===== src/rtl/dc_offset_remover_if.sv =====
// Sample stream bus between the ADC front end and the DC offset remover.
// The master drives raw samples; the slave returns centred samples and the mean estimate.
interface dc_offset_remover_if #(
  parameter int DATA_WIDTH = 12
);
  logic                  in_valid;
  logic [DATA_WIDTH-1:0] data_in;
  logic [DATA_WIDTH-1:0] data_out;
  logic                  out_valid;
  logic                  en;
  logic [DATA_WIDTH-1:0] mean_out;

  modport master (
    output in_valid, data_in,
    input  data_out, out_valid, en, mean_out
  );

  modport slave (
    input  in_valid, data_in,
    output data_out, out_valid, en, mean_out
  );
endinterface


===== src/rtl/dc_offset_remover.sv =====
// Block-mean DC estimator and remover ahead of the autocorrelation period detector.
// state   | meaning
// ACQUIRE | collecting the first block, no output, en low
// RUN     | centring each sample with the previous block mean, next block accumulating
module dc_offset_remover #(
  parameter int DATA_WIDTH = 12,
  parameter int LOG2_N     = 10   // must be >= 1
) (
  input  logic              clk,
  input  logic              rst,
  dc_offset_remover_if.slave bus
);

  localparam int AW = DATA_WIDTH + LOG2_N;
  localparam logic [AW:0] HALF = (AW+1)'(1) << (LOG2_N - 1);

  typedef enum logic {ACQUIRE, RUN} state_e;

  state_e                state_q;
  logic [AW-1:0]         acc_q;
  logic [LOG2_N-1:0]     cnt_q;
  logic [DATA_WIDTH-1:0] mean_q;
  logic                  en_q;
  logic                  out_valid_q;
  logic [DATA_WIDTH-1:0] data_out_q;

  logic [AW-1:0]         acc_sum;
  logic [AW:0]           acc_rnd;
  logic [DATA_WIDTH:0]   mean_full;
  logic [DATA_WIDTH-1:0] mean_d;
  logic [DATA_WIDTH:0]   diff;
  logic [DATA_WIDTH-1:0] data_out_d;

  always_comb begin
    acc_sum   = acc_q + AW'(bus.data_in);
    acc_rnd   = {1'b0, acc_sum} + HALF;
    mean_full = (DATA_WIDTH+1)'(acc_rnd >> LOG2_N);
    mean_d    = mean_full[DATA_WIDTH] ? '1 : mean_full[DATA_WIDTH-1:0];

    // Differences of two unsigned values fit in DATA_WIDTH+1 bits two's complement
    diff = {1'b0, bus.data_in} - {1'b0, mean_q};
    if (diff[DATA_WIDTH] != diff[DATA_WIDTH-1]) begin
      data_out_d = diff[DATA_WIDTH] ? {1'b1, {(DATA_WIDTH-1){1'b0}}}
                                    : {1'b0, {(DATA_WIDTH-1){1'b1}}};
    end else begin
      data_out_d = diff[DATA_WIDTH-1:0];
    end
  end

  always_ff @(posedge clk) begin
    if (rst) begin
      state_q     <= ACQUIRE;
      acc_q       <= '0;
      cnt_q       <= '0;
      mean_q      <= '0;
      en_q        <= 1'b0;
      out_valid_q <= 1'b0;
      data_out_q  <= '0;
    end else begin
      out_valid_q <= 1'b0;
      if (bus.in_valid) begin
        // Centred with the mean in force before this edge, even on a block's last sample
        if (state_q == RUN) begin
          out_valid_q <= 1'b1;
          data_out_q  <= data_out_d;
        end
        if (&cnt_q) begin
          acc_q   <= '0;
          cnt_q   <= '0;
          mean_q  <= mean_d;
          en_q    <= 1'b1;
          state_q <= RUN;
        end else begin
          acc_q <= acc_sum;
          cnt_q <= cnt_q + 1'b1;
        end
      end
    end
  end

  assign bus.data_out  = data_out_q;
  assign bus.out_valid = out_valid_q;
  assign bus.en        = en_q;
  assign bus.mean_out  = mean_q;

endmodule


===== src/flat_wrapper.sv =====
// flat-port wrapper written by rule: the top's interface ports become plain ports
module dc_offset_remover_flat 
#(
  parameter int DATA_WIDTH = 12,
  parameter int LOG2_N     = 10                  
)
  (clk, rst, bus_in_valid, bus_data_in, bus_data_out, bus_out_valid, bus_en, bus_mean_out);
  dc_offset_remover_if #(.DATA_WIDTH(DATA_WIDTH)) bus_i ();
  input  logic clk;
  input  logic rst;
  input wire logic [$bits(bus_i.in_valid)-1:0] bus_in_valid;
  input wire logic [$bits(bus_i.data_in)-1:0] bus_data_in;
  output wire logic [$bits(bus_i.data_out)-1:0] bus_data_out;
  output wire logic [$bits(bus_i.out_valid)-1:0] bus_out_valid;
  output wire logic [$bits(bus_i.en)-1:0] bus_en;
  output wire logic [$bits(bus_i.mean_out)-1:0] bus_mean_out;
  assign bus_i.in_valid = bus_in_valid;
  assign bus_i.data_in = bus_data_in;
  assign bus_data_out = bus_i.data_out;
  assign bus_out_valid = bus_i.out_valid;
  assign bus_en = bus_i.en;
  assign bus_mean_out = bus_i.mean_out;
  dc_offset_remover #(.DATA_WIDTH(DATA_WIDTH), .LOG2_N(LOG2_N)) u_core (.clk(clk), .rst(rst), .bus(bus_i));
endmodule

===== config.mk =====
export PLATFORM = sky130hd
export DESIGN_NAME = dc_offset_remover_flat
export DESIGN_NICKNAME = d
export VERILOG_FILES = /design/src/rtl/dc_offset_remover_if.sv /design/src/rtl/dc_offset_remover.sv /design/src/flat_wrapper.sv
export SDC_FILE = /design/constraint.sdc
export NUM_CORES = 1
export LEC_CHECK = 0
export CORE_MARGIN = 2
export CORE_UTILIZATION = 60
export DETAILED_ROUTE_END_ITERATION = 10
export PLACE_DENSITY = 0.81
export SYNTH_ARGS = -nofsm -noshare
export SYNTH_HDL_FRONTEND = slang
export SYNTH_SLANG_ARGS = --single-unit

===== constraint.sdc =====
create_clock -name clk -period 5 [get_ports clk]
set_input_delay 0.5 -clock clk [delete_from_list [all_inputs] [get_ports clk]]
set_output_delay 0.5 -clock clk [all_outputs]
set_load 0.005 [all_outputs]

==> reports/results.txt <==
The pin count of the biggest net entering global routing is 45, and the clock period minus final worst setup slack is 3.89 ns. The first detailed-routing pass took 4 iterations. Compound-gate portion of the synthesized area: 0.241. The clock passes through at most 2 buffers.

The post-synthesis area per instance came out at 8.10 um2. The register bit count reported by yosys was 58. The global-route wire length before repair was 16.5 mm; the post-layout net count was 565.

For the post-detailed-route count of antenna-violating nets, the log shows 0. The final cycle utilization of the critical path works out to 0.779. Largest family of logic cells by synthesized area: compound AO/OA/AOI/OAI gates. Setup violations remaining at the end of the flow were counted as 0. The clock root buffer was clkbuf_8. End of the worst register-to-register path: u_core.bus.mean_out[0].

The final routed wire length divided by cell count works out to 16.0 um. For this block, the via count after detailed routing is 3630. After detailed routing, the number of vias per cell comes to 6.01.

Endpoint class of the critical path: a flop. The die covers 7250 um2. At the end of routability-driven placement, the weighted congestion stood at 0.968. The die is 85.2 um wide.

TritonCTS built the clock tree. The initial standard-cell utilization of the core was 0.622. After clock tree synthesis, the clock-pin slew on the worst setup and hold paths is 0.07 ns.

IR analysis of the VDD net gives a maximum drop of 240 uV. The die span in y came out at 85.2 um. The arrival time of data at the critical path endpoint came out at 4.10 ns.

Setup repair after global routing left no endpoint under its margin. The number of port buffers was 40; the final-layout setup total negative slack was 0 ns. The run gives 0.294 as the sequential cell area fraction in the yosys report.

The adder-cell share of the synthesized area was 0.120; the depth of the CTS H-tree was 3. Power per standard cell area: 278 nW/um2. The global routing usage summed across all routing layers is 0.284. Yosys printed 0 warnings. The share of the synthesized netlist area taken by xor and xnor gates was 0.0909. Among all flip-flop cells after synthesis, the most frequent one is dfxtp_1. The run gives 217 as the count of routing violations after the opening detailed-route iteration. The routed design has 9.66 mm of wire. Gates resized during post-CTS repair numbered 0. The fraction of registers with async set or reset after synthesis was 0; the cell area after synthesis was 3950 um2. The simple-gate area share of the yosys netlist came out at 0.202. The growth of design area from synthesis to finish was 16.7%; the total number of placement rows was 29. The logs give 0 for the number of antenna violations at the first check in global routing and 58 for the total number of clock tree sinks. The critical path is of the in -> reg type.

For this design the static power due to leakage is 1.72 nW. The logs give 0.271 for the worst slew slack as a fraction of its limit and 531 for the total nets after synthesis. The number of pins exceeding their max-slew limit in the final report came out at 0.

The number of antenna diodes in the final layout is 0. The worst hold path depth is 2. The flow ran to the end, and the final reports show no timing, DRC or antenna violations. The startpoint identified for the worst hold timing path is u_core.bus.data_out[7].

The tools report the core utilization of the finished layout as 0.727. Pin placement for this block handled 41 I/O pins. Measured in cells, the most critical reg-to-reg path has a length of 11. At the later pin of the worst-skew pair, clock insertion delay measures 0.36 ns.

The run gives 1.41 ns as the slack of the worst reg-to-reg path. The min-delay analysis places its worst path in the category reg -> reg. Slew at the pin closest to its max-slew limit: 1.09 ns. In this run, CTS created clock tree buffers numbering 9. Based on the critical path, the design can be clocked at up to 257 MHz. Yosys mapped a number of flops with a built-in enable equal to 0.

STA classifies the critical path startpoint as a primary input. The post-synthesis cell count is 488, and the remaining global-route overflow is 0. The tools report the final hold violation count as 0. The post-synthesis mux area share is 0, and the via count of the first global-routing pass is 3532. Once the clock tree was built, the setup fixing pass inserted 0 buffers. Detailed placement ended at an HPWL of 7.14 mm. Count of max-cap constraint violations: 0. The worst hold path terminates at u_core.bus.data_out[7]. Count of unique library cells instantiated by Yosys: 54. STA puts the critical path data required time at 5.21 ns. The total area inside the core boundary comes to 6350 um2. The largest fanout on the critical path was 10. The fraction of final layout cells with drive strength greater than 1 came out at 0.0930. The startpoint of the worst register-to-register path was u_core.acc_q[0]. The worst-case clock skew is 0.0161 ns, and the hold buffer count at CTS is 0.

Counting the fill cells in the layout gives 490. In the routed design, unresolved DRC markers number 0.
registers in the layout (all words and copies together) (netlist names):
signal / count
u_core.bus.en: 1
u_core.bus.out_valid: 1
u_core.bus.data_out: 12
u_core.bus.mean_out: 12
u_core.cnt_q: 10
u_core.acc_q: 22
layer usage:
layer	wire, um	global-route usage	up-vias
met1	4190	0.362	1723
met2	4750	0.477	89
met4	226	0.110	0
met5	0	0	-
met3	494	0.0535	22
li1	-	-	1796
metrics by stage:
| stage | hold WS, ns | instance area, um2 | setup WS, ns | power [W] | std cells |
|---|---|---|---|---|---|
| final | 0.455 | 4610 | 1.11 | 0.00128 | 604 |
| after detailed placement | 0.442 | 4390 | 0.811 | 0.000782 | 588 |
| after global routing | 0.477 | 4610 | 0.829 | 0.00135 | 604 |
| after floorplan | 0.445 | 3950 | 1.84 | 0.000719 | 488 |
| after CTS | 0.459 | 4610 | 1.13 | 0.00129 | 604 |
| after global placement | 0.435 | 4390 | 0.924 | 0.000775 | 588 |
worst max-delay path by stage:
stage	from	end	slack, ns	cells after the start
finish	bus_data_in[0]	u_core.bus.mean_out[0]	1.11	12
global route	bus_data_in[0]	u_core.bus.mean_out[5]	0.83	12
CTS	bus_data_in[0]	u_core.bus.mean_out[0]	1.13	12
detailed placement	bus_data_in[0]	u_core.bus.mean_out[0]	0.81	12
global placement	bus_data_in[0]	u_core.bus.mean_out[0]	0.92	12
floorplan	bus_data_in[0]	u_core.bus.mean_out[0]	1.84	12
where the power goes:
group / internal (W) / switching [W] / total [W]
registers: 0.000476 / 0.00000940 / 0.000485
clock network: 0.000284 / 0.000220 / 0.000504
logic: 0.000120 / 0.000172 / 0.000291
layout by cell type (no fill, tap or decap), drive strengths merged, types with 8 or more instances in the layout:
cell type / n
a211oi: 16
a21oi: 37
nor2: 54
xnor2: 26
o21ai: 32
a21o: 9
nand3: 16
ha: 26
o211ai: 9
and3: 8
inv: 32
maj3: 11
xor2: 15
clkdlybuf4s50: 40
nand2: 42
dfxtp: 58
clkbuf: 9
a22oi: 14
nor3: 10
cells by family after synthesis:
logic type / Yosys count
AO/OA/AOI/OAI: 137
XOR/XNOR: 41
buffers and inverters: 51
AND/OR/NAND/NOR: 162
adder cells (fa/ha/maj): 39
flip-flops: 58
synthesized netlist by cell type, types with 6 or more instances:
cell type  instances  area (um2)
clkbuf_1          18        67.6
a21oi_1           37         185
nand2b_1           7        43.8
inv_1             30         113
nand3_1           16        80.1
o211ai_1           7        52.6
a22oi_1           14         105
and3_1             8        50.1
nor2_1            53         199
nor3_1             9        45.0
ha_1              26         325
maj3_1            11         110
xnor2_1           26         228
a21o_1             9        67.6
nand2_1           42         158
a211oi_2          12         150
o21ai_1            6        30.0
dfxtp_1           58        1160
o21ai_0           25         125
xor2_1            15         131
worst max-delay path, stage by stage:
cell and delay [ns]:
clkdlybuf4s50_1 0.44, ha_1 0.27, fa_1 0.46, a211oi_2 0.33, o211ai_1 0.18, and4_1 0.23
o211a_1 0.22, a311oi_1 0.52, nor4b_4 0.15, nand4_1 0.17, o21a_1 0.49, a211oi_2 0.16
final cells by class:
cell class,instances,area (um2),share of cell area
clock inverters,7,101,0.0220
multi-input cells,379,2590,0.561
well taps,77,96.3,0.0209
inverters,30,113,0.0244
flip-flops and latches,58,1160,0.252
clock buffers,9,124,0.0269
repair buffers,44,430,0.0933
Power figures use the tool's default switching activity.
